<file path="config.mk">
export PLATFORM = sky130hd
export DESIGN_NAME = therm_decoder_flat
export DESIGN_NICKNAME = d
export VERILOG_FILES = /design/src/rtl/therm_decoder_if.sv /design/src/rtl/therm_decoder.sv /design/src/flat_wrapper.sv
export SDC_FILE = /design/constraint.sdc
export NUM_CORES = 1
export LEC_CHECK = 0
export CORE_MARGIN = 1.5
export CORE_UTILIZATION = 40
export DETAILED_ROUTE_END_ITERATION = 8
export PLACE_DENSITY = 0.73
export SYNTH_ARGS = -nofsm -noshare
export SYNTH_HDL_FRONTEND = slang
export SYNTH_SLANG_ARGS = --single-unit
</file>
<file path="constraint.sdc">
create_clock -name clk -period 1.25 [get_ports clk]
set_clock_uncertainty 0.1 [all_clocks]
set_input_delay 0.25 -clock clk [delete_from_list [all_inputs] [get_ports clk]]
set_output_delay 0.25 -clock clk [all_outputs]
set_load 0.005 [all_outputs]
</file>
<file path="src/rtl/therm_decoder_if.sv">
// Signal bundle for therm_decoder: enable, code input handshake, sweep request and decoded outputs.
interface therm_decoder_if;
  logic       en;
  logic       in_valid;
  logic [2:0] code;
  logic       in_ready;
  logic       sweep_start;
  logic [6:0] therm;
  logic [7:0] onehot;
  logic [2:0] code_out;
  logic       out_valid;
  logic       busy;

  modport master (
    output en, in_valid, code, sweep_start,
    input  in_ready, therm, onehot, code_out, out_valid, busy
  );

  modport slave (
    input  en, in_valid, code, sweep_start,
    output in_ready, therm, onehot, code_out, out_valid, busy
  );
endinterface

</file>
<file path="src/rtl/therm_decoder.sv">
// therm_decoder: 3-bit code to registered thermometer/one-hot patterns with a one-cycle out_valid pulse.
// The automatic 0..7 sweep (SWEEP state, dwell counter) exists only when THERM_DECODER_SWEEP_EN is defined.
module therm_decoder #(
  parameter int unsigned SWEEP_DWELL = 1
) (
  input  logic           clk,
  input  logic           rst,
  therm_decoder_if.slave bus
);

  typedef enum logic [0:0] {
    ST_IDLE  = 1'b0,
    ST_SWEEP = 1'b1
  } state_t;

  // A dwell of zero would never advance, so it behaves as one cycle.
  localparam int unsigned DWELL_EFF  = (SWEEP_DWELL == 0) ? 1 : SWEEP_DWELL;
  localparam logic [7:0]  DWELL_LAST = 8'(DWELL_EFF - 1);

  function automatic logic [6:0] f_therm(input logic [2:0] c);
    logic [6:0] t;
    t = 7'd0;
    for (int i = 0; i < 7; i++) begin
      if (3'(i) < c) t[i] = 1'b1;
      else           t[i] = 1'b0;
    end
    return t;
  endfunction

  function automatic logic [7:0] f_onehot(input logic [2:0] c);
    logic [7:0] t;
    t    = 8'd0;
    t[c] = 1'b1;
    return t;
  endfunction

  state_t     r_state;
  logic [6:0] r_therm;
  logic [7:0] r_onehot;
  logic [2:0] r_code_out;
  logic       r_out_valid;
  logic       w_in_ready;

`ifdef THERM_DECODER_SWEEP_EN
  logic [7:0] r_dwell;
  logic       r_busy;
  logic       w_start;
  logic [2:0] w_next_code;

  assign w_next_code = r_code_out + 3'd1;

  // sweep_start outranks a simultaneous in_valid, so in_ready drops while it is asserted
  always_comb begin
    w_start    = bus.en && (r_state == ST_IDLE) && bus.sweep_start;
    w_in_ready = bus.en && (r_state == ST_IDLE) && !bus.sweep_start;
  end

  // Main FSM: reset/enable clear, direct transfers, and the dwell-paced sweep
  always_ff @(posedge clk) begin
    if (rst || !bus.en) begin
      r_state     <= ST_IDLE;
      r_dwell     <= 8'd0;
      r_therm     <= 7'd0;
      r_onehot    <= 8'd0;
      r_code_out  <= 3'd0;
      r_out_valid <= 1'b0;
      r_busy      <= 1'b0;
    end else begin
      case (r_state)
        ST_IDLE: begin
          if (w_start) begin
            r_state     <= ST_SWEEP;
            r_dwell     <= 8'd0;
            r_therm     <= f_therm(3'd0);
            r_onehot    <= f_onehot(3'd0);
            r_code_out  <= 3'd0;
            r_out_valid <= 1'b1;
            r_busy      <= 1'b1;
          end else if (bus.in_valid) begin
            r_therm     <= f_therm(bus.code);
            r_onehot    <= f_onehot(bus.code);
            r_code_out  <= bus.code;
            r_out_valid <= 1'b1;
          end else begin
            r_out_valid <= 1'b0;
          end
        end
        ST_SWEEP: begin
          if (r_dwell == DWELL_LAST) begin
            r_dwell <= 8'd0;
            // Code 7 has finished its dwell: leave the outputs on 7 and go idle
            if (r_code_out == 3'd7) begin
              r_state     <= ST_IDLE;
              r_busy      <= 1'b0;
              r_out_valid <= 1'b0;
            end else begin
              r_therm     <= f_therm(w_next_code);
              r_onehot    <= f_onehot(w_next_code);
              r_code_out  <= w_next_code;
              r_out_valid <= 1'b1;
            end
          end else begin
            r_dwell     <= r_dwell + 8'd1;
            r_out_valid <= 1'b0;
          end
        end
        default: begin
          r_state     <= ST_IDLE;
          r_dwell     <= 8'd0;
          r_out_valid <= 1'b0;
          r_busy      <= 1'b0;
        end
      endcase
    end
  end

  assign bus.busy = r_busy;
`else
  logic [8:0] w_unused_sweep;

  assign w_unused_sweep = {bus.sweep_start, DWELL_LAST};

  // Without the sweep, readiness is simply the enable
  always_comb begin
    w_in_ready = bus.en;
  end

  // Main FSM: reset/enable clear and direct transfers; the state never leaves IDLE
  always_ff @(posedge clk) begin
    if (rst || !bus.en) begin
      r_state     <= ST_IDLE;
      r_therm     <= 7'd0;
      r_onehot    <= 8'd0;
      r_code_out  <= 3'd0;
      r_out_valid <= 1'b0;
    end else begin
      case (r_state)
        ST_IDLE: begin
          if (bus.in_valid) begin
            r_therm     <= f_therm(bus.code);
            r_onehot    <= f_onehot(bus.code);
            r_code_out  <= bus.code;
            r_out_valid <= 1'b1;
          end else begin
            r_out_valid <= 1'b0;
          end
        end
        default: begin
          r_state     <= ST_IDLE;
          r_out_valid <= 1'b0;
        end
      endcase
    end
  end

  assign bus.busy = 1'b0;
`endif

  assign bus.in_ready  = w_in_ready;
  assign bus.therm     = r_therm;
  assign bus.onehot    = r_onehot;
  assign bus.code_out  = r_code_out;
  assign bus.out_valid = r_out_valid;

endmodule

</file>
<file path="src/flat_wrapper.sv">
// flat-port wrapper written by rule: the top's interface ports become plain ports
module therm_decoder_flat 
#(
  parameter int unsigned SWEEP_DWELL = 1
)
  (clk, rst, bus_en, bus_in_valid, bus_code, bus_sweep_start, bus_in_ready, bus_therm, bus_onehot, bus_code_out, bus_out_valid, bus_busy);
  therm_decoder_if bus_i ();
  input  logic clk;
  input  logic rst;
  input wire logic [$bits(bus_i.en)-1:0] bus_en;
  input wire logic [$bits(bus_i.in_valid)-1:0] bus_in_valid;
  input wire logic [$bits(bus_i.code)-1:0] bus_code;
  input wire logic [$bits(bus_i.sweep_start)-1:0] bus_sweep_start;
  output wire logic [$bits(bus_i.in_ready)-1:0] bus_in_ready;
  output wire logic [$bits(bus_i.therm)-1:0] bus_therm;
  output wire logic [$bits(bus_i.onehot)-1:0] bus_onehot;
  output wire logic [$bits(bus_i.code_out)-1:0] bus_code_out;
  output wire logic [$bits(bus_i.out_valid)-1:0] bus_out_valid;
  output wire logic [$bits(bus_i.busy)-1:0] bus_busy;
  assign bus_i.en = bus_en;
  assign bus_i.in_valid = bus_in_valid;
  assign bus_i.code = bus_code;
  assign bus_i.sweep_start = bus_sweep_start;
  assign bus_in_ready = bus_i.in_ready;
  assign bus_therm = bus_i.therm;
  assign bus_onehot = bus_i.onehot;
  assign bus_code_out = bus_i.code_out;
  assign bus_out_valid = bus_i.out_valid;
  assign bus_busy = bus_i.busy;
  therm_decoder #(.SWEEP_DWELL(SWEEP_DWELL)) u_core (.clk(clk), .rst(rst), .bus(bus_i));
endmodule
</file>
==> results.md, run 1 <==
* Global-route wire length before repair at 2.38 mm
* Port Buffers at 26
* Post-Route Utilization at 63.2%
* CTS tree: done
* Final instance area at approximately 1100 um^2
* Die Ht at 47.1 um
* CP endpoint kind: primary output
* Hold Vio Cnt, Final at 0
* Number of synthesized register bits at 18
* Crit-path max cell delay at 330 ps
* Fin crit share at a little over nine tenths
* CTS H-tree lvls at 1
* TritonCTS Buffers at 3
* Max-Cap Viols at 0
* Final setup viols at 0
* Slew Viols, Final at 0
* Reg-to-Reg End: u_core.bus.therm[3]
* Post-layout min period at 1220 ps
* Vias in the first global route at 546
* Maximum vdd drop at about 0.00046 V
* Reg2Reg Depth at 3
* DR DRC count at 0
* Fmax achieved at 0.821 GHz
* Hpwl dp at 1.08 mm
* Leakage Power at 0.000473 uW
* Chip width at 47.1 um
* Post-Syn Area per Cell at 9.84 um^2
* Syn Nets at 87
* Vias at 638
* Via density at 4.73
* CP bufs+invs at 1
* Clock buffer depth at 2
* Initial antenna violation count at 0
* Crit-path cells: dlygate4sd2_1
* Unique cell type count in the Yosys netlist at 20
* Worst-Skew Late Latency at 300 ps
* Register area share after synthesis at a little under half
* Diodes inserted at 0
* Power density over the cells at slightly below 1000 nW/um^2
* I/O pin total at 29
* Worst hold path class: in -> reg
* RSZ-0062 raised after global routing: no
* Layout cells sized above 1 at 32.7%
* Drt total wl at 1.56 mm
* Clk slew on worst S/H paths at 100 ps
* Crit path DAT at between 800 and 900 ps
* Layout net count at 119
* YS warnings at 0
* CP Max Fanout at 2
* Hold Startpoint: bus_code[2]
* Core ar. at ~1800 um^2
* Kind of start point of the critical path: flip-flop
* Synthesis-to-layout area growth at 45.1%
* Crit-path slowest cell: dfxtp_2
* Drt wl/cell at 11.6 um
* WS Path Type: reg -> out
* Top post-synthesis cells by area: dfxtp_1 (46%), nand2b_1 (8.9%), a21oi_1 (7.1%)
* Post-Syn Instances at 79
* WP data required at 900 ps
* Hold depth at 3
* Hold endpoint: u_core.bus.therm[1]
* Placed Instance Area at 1060 um^2
* Reg-to-reg startpoint: u_core.bus.therm[3]
* Gr usage total at 15.7%
* Drt pass-1 iters at 4
* # clock sinks at 18
* Die area at 2220 um^2
* Clock Tree Root: clkbuf_4
* Synth top area share at approximately 46%
* Total grt overflow at 0
* Number of nets with antenna violations after routing at 0
* Family with the most delay on the worst path: flip-flops
* GP Congestion at 0.673
* Cell row count at 15
* Post-synth top area cell: dfxtp_1
* Initial Utilization at between 40% and 50%
* Drt first-iter violations at 9
* Worst reg2reg setup slack at 430 ps
* Synthesized area at 777 um^2
* Status: finished, final reports clean
* Pin count of the biggest net entering global routing at 20
[how the worst max path moves through the flow]
stage	start	end	slack, ps	cells after the start
floorplan	rst	u_core.bus.onehot[3]	310	4
global placement	bus_en	bus_in_ready	-320	2
detailed placement	bus_en	bus_in_ready	-330	2
CTS	u_core.bus.therm[3]	bus_therm[3]	3	1
global route	u_core.bus.out_valid	bus_out_valid	0.7	1
finish	u_core.bus.therm[4]	bus_therm[4]	30	1
[flip-flops by register name, summed over array words and instances, names as in the netlist]
| register | cells |
|---|---|
| u_core.bus.code_out | 2 |
| u_core.bus.therm | 7 |
| u_core.bus.onehot | 8 |
| u_core.bus.out_valid | 1 |
[report_power, final]
part           internal [uW]  switching, uW
Sequential               589           7.07
Combinational           85.3           65.2
Clock                    178            182
Total                    852            254
[final cells by class]
cell class                      count  area [um^2]
Multi-Input combinational cell     49          327
Sequential cell                    18          382
Fill cell                         151          656
Inverter                            1         3.75
Timing Repair Buffer               38          348
Clock buffer                        4         36.3
Tap cell                           25         31.3
[synthesized netlist by cell type]
library cell,count
a211oi_1,2
a21oi_1,11
buf_2,3
buf_4,5
buf_6,3
conb_1,1
dfxtp_1,18
inv_1,1
mux2i_1,3
nand2b_1,11
nand3_1,1
nand4_1,1
nand4b_1,3
nand4bb_1,3
nor2_1,8
nor2b_1,1
nor3_1,1
nor4b_4,1
o211ai_1,1
o21ba_1,1
[cell usage in the layout (no fill, tap or decap), drive strengths merged, types with 2 or more instances in the layout]
cell,count
a211oi,2
a21oi,11
buf,14
clkbuf,4
clkdlybuf4s15,14
clkdlybuf4s50,5
dfxtp,18
dlygate4sd2,4
mux2i,3
nand2b,11
nand4b,3
nand4bb,3
nor2,8
[layer usage]
metal	vias up	global-route usage, %	part of all wire, %
met5	-	0	0
met4	0	8.33	1.5
met3	3	4.62	4.5
met2	21	22.7	46
met1	288	21.1	48
li1	326	-	-
[timing repair]
item	in CTS	in global routing
setup endpoints to repair	20	16
gates resized for setup	43	17
hold buffers	0	0
hold endpoints to repair	0	0
buffers inserted	1	0
[cells by family (layout without fill, tap and decap cells)]
| family | after synthesis | count (layout) | synth area share [%] |
|---|---|---|---|
| other | 1 | 1 | 0.483 |
| AO/OA/AOI/OAI | 15 | 15 | 11.3 |
| flip-flops | 18 | 18 | 46.4 |
| multiplexers | 3 | 3 | 3.86 |
| buffers and inverters | 12 | 43 | 11.6 |
| AND/OR/NAND/NOR | 30 | 30 | 26.4 |
[tightest hold or removal path: stages]
cell and delay [ps]:
dlymetal6s2s_1 180, nor2_1 120, a211oi_1 70
[metrics by stage]
step | setup TNS, ps | power, uW | hold slack (ps) | worst slack, ps | instances
2_1_floorplan | 0 | 695 | 323 | 312 | 79
3_3_place_gp | -3220 | 762 | 359 | -321 | 130
3_5_place_dp | -3500 | 764 | 361 | -330 | 130
4_1_cts | 0 | 1110 | 373 | 3.36 | 135
5_1_grt | 0 | 1150 | 283 | 0.665 | 135
6_report | 0 | 1110 | 264 | 31.9 | 135
Power figures use the tool's default switching activity.
==> run 2: changes to the inputs <==
CORE_UTILIZATION = 45   (was 40)
HOLD_SLACK_MARGIN = 0.1   (was default)
PLACE_DENSITY = 0.81   (was 0.73)
==> results.md, run 2 (synthesized netlist as in run 1, its figures left out) <==
* Initial antenna violation count at 0
* Failing checks: DRC
* Synthesis-to-layout area growth at 45.2%
* Final setup viols at 0
* RSZ-0062 raised after global routing: no
* Post-Route Utilization at 72.4%
* TritonCTS Buffers at 3
* Worst-Skew Late Latency at between 200 and 300 ps
* DR DRC count at 2
* Slew Viols, Final at 0
* Layout cells sized above 1 at about a third
* Clk slew on worst S/H paths at 100 ps
* Reg2Reg Depth at 3
* Commonest non-fill, non-tap cell in the layout: dfxtp_2
* Family with the most delay on the worst path: flip-flops
* GRT busiest layer: met2
* Stages on worst setup path at 1
* Internal at 853 uW
* Psw at 251 uW
* Worst Setup SP: u_core.bus.therm[2]
* Core ar. at between 1500 and 2000 um^2
* WP data required at 900 ps
* Switch share at between 20% and 30%
* CTS H-tree lvls at 1
* Via density at 5.27
* Drt first-iter violations at 16
* I/O pin total at 29
* Logic pwr share at approximately 14%
* Fin crit share at roughly 98%
* Layout net count at between 100 and 150
* CP bufs+invs at 1
* Post-cts hold buffer count at 0
* Clock buffer depth at 2
* Reg-to-reg startpoint: u_core.bus.therm[3]
* Post-layout min period at 1230 ps
* GP Congestion at about 0.75
* Crit path DAT at just under 900 ps
* Chip width at 44.6 um
* Global-route wire length before repair at 2.49 mm
* Most frequent cells in the layout: dfxtp_2 (17), buf_4 (13), nand2b_1 (11), a21oi_1 (11), dlygate4sd2_1 (11)
* Power density over the cells at 978 nW/um^2
* Drt pass-1 iters at 6
* Max FFs per register at 8
* CP Max Fanout at 2
* Fmax achieved at 0.815 GHz
* Die Ht at 44.6 um
* Vias at between 600 and 700
* Number of nets with antenna violations after routing at 0
* Setup crit end: bus_therm[2]
* WS Path Type: reg -> out
* Crit-path cells: dlygate4sd2_1
* Maximum vdd drop at 0.000670 V
* Vias in the first global route at a little under 600
* Status: finished with violations
* CTS tree: done
* Port Buffers at 26
* Met2 Use GR at 27.5%
* Final instance area at 1130 um^2
* Crit-path slowest cell: dfxtp_2
* Sequential power share at 53.9%
* Final setup TNS at 0 ps
* Initial Utilization at 49.8%
* Leakage Power at 0.000501 uW
* Fin cells at 128
* Drt total wl at 1.52 mm
* Worst reg2reg setup slack at between 400 and 500 ps
* GR Util met1 at 21.3%
* Diodes inserted at 0
* Hpwl dp at 1.06 mm
* Clock Tree Root: clkbuf_4
* Placed Instance Area at 1050 um^2
* Total grt overflow at 0
* Worst hold path class: in -> reg
* Crit-path max cell delay at roughly 330 ps
* CP endpoint kind: primary output
* Met3 Use GR at around 2.9%
* Post-Place Cells at about 120
* # clock sinks at 18
* Max-Cap Viols at 0
* Hold Vio Cnt, Final at 0
* Cell row count at 14
* Drt wl/cell at 11.9 um
* Gr usage total at 17.2%
* Clock power frac at 32.3%
* Pin count of the biggest net entering global routing at 30
* Reg-to-Reg End: u_core.bus.therm[3]
* Die area at 1990 um^2
* Kind of start point of the critical path: flip-flop
==> run 2: cell types whose count changed in the layout (fill, tap and decap cells not counted) <==
cell,change
buf_4,+2
clkdlybuf4s15_1,-6
buf_12,+1
clkbuf_2,+1
buf_2,-1
dlymetal6s2s_1,-1
buf_6,-2
clkdlybuf4s15_2,+1
dlygate4sd2_1,+7
==> run 2: metrics by stage <==
| stage | total power [uW] | hold WS, ps | worst slack, ps |
|---|---|---|---|
| floorplan | 695 | 323 | 312 |
| global placement | 761 | 356 | -322 |
| detailed placement | 765 | 360 | -345 |
| CTS | 1110 | 340 | -43.9 |
| global route | 1150 | 379 | 1.76 |
| finish | 1100 | 332 | 23.4 |
==> run 2: power by group through the flow <==
stage                     clock, uW  combinational, uW  sequential (uW)
after floorplan                   0               86.9              608
after global placement            0                154              607
after detailed placement          0                157              608
after CTS                       361                153              595
after global routing            386                167              597
final                           356                152              595
==> run 2: final cells by class <==
| cell class | instances | area (um^2) |
|---|---|---|
| multi-input combinational | 49 | 327 |
| timing repair buffer | 40 | 360 |
| tap | 16 | 20.0 |
| fill | 123 | 430 |
| clock buffer | 4 | 36.3 |
| inverter | 1 | 3.75 |
| sequential | 18 | 382 |
==> run 2: layer usage <==
layer  vias to the layer above  part of all wire, %
li1                        331                    -
met1                       319                   42
met2                        20                   50
met3                         5                  5.2
met4                         0                  2.4
met5                         -                    0
==> run 2: worst min-delay path by stage <==
stage                         startpoint                    to  slack (ps)  depth (start not counted)
floorplan                    bus_code[0]  u_core.bus.onehot[1]         320                          2
global placement    u_core.bus.onehot[3]  u_core.bus.onehot[3]         360                          2
detailed placement  u_core.bus.onehot[5]  u_core.bus.onehot[5]         360                          2
CTS                               bus_en   u_core.bus.therm[0]         340                          3
global route                      bus_en   u_core.bus.therm[0]         380                          3
finish                            bus_en   u_core.bus.therm[0]         330                          3
==> run 2: timing repair <==
action                                  4_1_cts  5_1_grt
endpoints found under the hold margin         0        0
endpoints found under the setup margin       20       10
gates resized for setup                      39       11
buffers inserted                              5        0
==> run 3: changes to the inputs <==
CORE_UTILIZATION = 35   (was 45)
DONT_BUFFER_PORTS = 1   (was default)
PLACE_DENSITY = default   (was 0.81)
==> results.md, run 3 (synthesized netlist as in run 1, its figures left out) <==
* Pin count of the biggest net entering global routing at 31
* WL met1 at between 600 and 700 um
* Psw at 198 uW
* Routed length on met3 at 114 um
* Vias at 513
* Core ar. at 2020 um^2
* Die Ht at between 50 and 60 um
* Layout net count at 87
* Diodes inserted at 0
* Final instance area at 810 um^2
* WS Path Type: reg -> out
* Slew Viols, Final at 0
* Worst hold slack at -37.1 ps
* Power density over the cells at 1160 nW/um^2
* Reg2Reg Depth at 2
* Drt pass-1 iters at 4
* Clock buffer depth at 2
* Reg-to-Reg End: u_core.bus.onehot[0]
* Setup bufs post-CTS at 0
* Clk slew on worst S/H paths at 90 ps
* Drt total wl at 1.50 mm
* Port Buffers at 0
* Worst Setup SP: u_core.bus.therm[3]
* Placed Instance Area at 732 um^2
* Kind of start point of the critical path: flip-flop
* Layout cells sized above 1 at 6.49%
* Max FFs per register at 8
* Die area at 2510 um^2
* Max-Cap Viols at 0
* RSZ-0062 raised after global routing: no
* Cell row count at 16
* Hold depth at 1
* Drt first-iter violations at 5
* FILL cells at 210
* Hpwl dp at 911 um
* I/O pin total at 29
* Fin crit share at between 80 and 90%
* Initial antenna violation count at 0
* WP data required at about 900 ps
* Number of nets with antenna violations after routing at 0
* Commonest non-fill, non-tap cell in the layout: dfxtp_1
* Initial Utilization at 38.4%
* Worst reg2reg setup slack at between 400 and 500 ps
* Reg-to-reg startpoint: u_core.bus.onehot[0]
* Post-layout min period at 1020 ps
* Clock power frac at 28.7%
* Leakage Power at 0.000300 uW
* Global-route wire length before repair at between 2 and 2.5 mm
* Area taken by multi-input logic gates at 327 um^2
* Worst-Skew Late Latency at around 280 ps
* Crit path DAT at between 600 and 700 ps
* TritonCTS Buffers at 3
* DR DRC count at 0
* Final setup viols at 0
* CTS tree: done
* Logic pwr share at 7.5%
* Hold Vio Cnt, Final at 2
* Via density at between 4 and 5
* Total grt overflow at 0
* Gr usage total at around an eighth
* Hold endpoint: u_core.bus.therm[2]
* CP endpoint kind: primary output
* Chip width at 50.1 um
* Register Area at 360 um^2
* CP Max Fanout at 3
* Uppermost routed layer: met4
* Status: finished with violations
* GP Congestion at approximately 0.64
* Sequential power share at a little under two thirds
* Final setup TNS at 0 ps
* Met2 wire len at roughly 680 um
* Switch share at between 20% and 30%
* Internal at roughly 740 uW
* Failing checks: hold timing
* Hold Startpoint: bus_in_valid
* Fmax achieved at 0.979 GHz
* # clock sinks at 18
* Most frequent cells in the layout: dfxtp_1 (18), nand2b_1 (11), a21oi_1 (11), nor2_1 (8)
* Worst hold path class: in -> reg
* Post-cts hold buffer count at 5
* Clock Tree Root: clkbuf_4
* Drt wl/cell at 14.4 um
* CTS H-tree lvls at 1
* Maximum vdd drop at just over 0.0005 V
* Synthesis-to-layout area growth at 4.19%
* Vias in the first global route at 493
## run 3: changes by cell type in the layout (fill, tap and decap cells not counted), sizes merged
cell	delta
clkbuf	-2
buf	-13
clkdlybuf4s50	-5
dlygate4sd3	+3
dlygate4sd2	-11
dlymetal6s4s	+2
clkdlybuf4s15	-9
## run 3: routing by layer
| metal | up-vias | track usage, % |
|---|---|---|
| met1 | 235 | 14.7 |
| met3 | 2 | 4.24 |
| met2 | 16 | 19.5 |
| met4 | 0 | 8.33 |
| li1 | 260 | - |
| met5 | - | 0 |
## run 3: worst max path at each step
stage,end,slack [ps],cells after the start
after floorplan,u_core.bus.onehot[3],310,4
after global placement,u_core.bus.therm[3],190,3
after detailed placement,u_core.bus.therm[6],180,3
after CTS,u_core.bus.therm[2],10,3
after global routing,bus_code_out[2],200,0
final,bus_code_out[2],230,0
## run 3: area by class of cell
cell class                      count  area share, %
Sequential cell                    18           44.5
Timing Repair Buffer                6           7.73
Multi-Input combinational cell     49           40.3
Tap cell                           27           4.17
Inverter                            1          0.464
Clock buffer                        3           2.78
## run 3: timing repair
action,4_1_cts,5_1_grt
resized for setup,0,2
setup endpoints to repair,0,5
hold endpoints to repair,18,17
## run 3: power groups by stage
| stage | Sequential, uW | Clock, uW | Combinational [uW] |
|---|---|---|---|
| 2_1_floorplan | 608 | 0 | 86.9 |
| 5_1_grt | 600 | 300 | 78.1 |
| 4_1_cts | 598 | 285 | 70.2 |
| 3_3_place_gp | 611 | 0 | 50.1 |
| 6_report | 598 | 269 | 70.6 |
| 3_5_place_dp | 612 | 0 | 51.5 |
## run 3: worst register-to-register path, cell delays in order, from the launching register on
cell and delay, ps:
dfxtp_1 340, nor2b_1 130, o21ba_1 160
## run 3: per-stage QoR
stage,instances,power (uW),worst slack [ps],utilization [%]
final,104,937,229,40.0
after global routing,104,978,204,40.0
after CTS,104,953,10.1,39.8
after detailed placement,96,663,179,36.2
after global placement,96,662,194,36.2
after floorplan,79,695,312,-
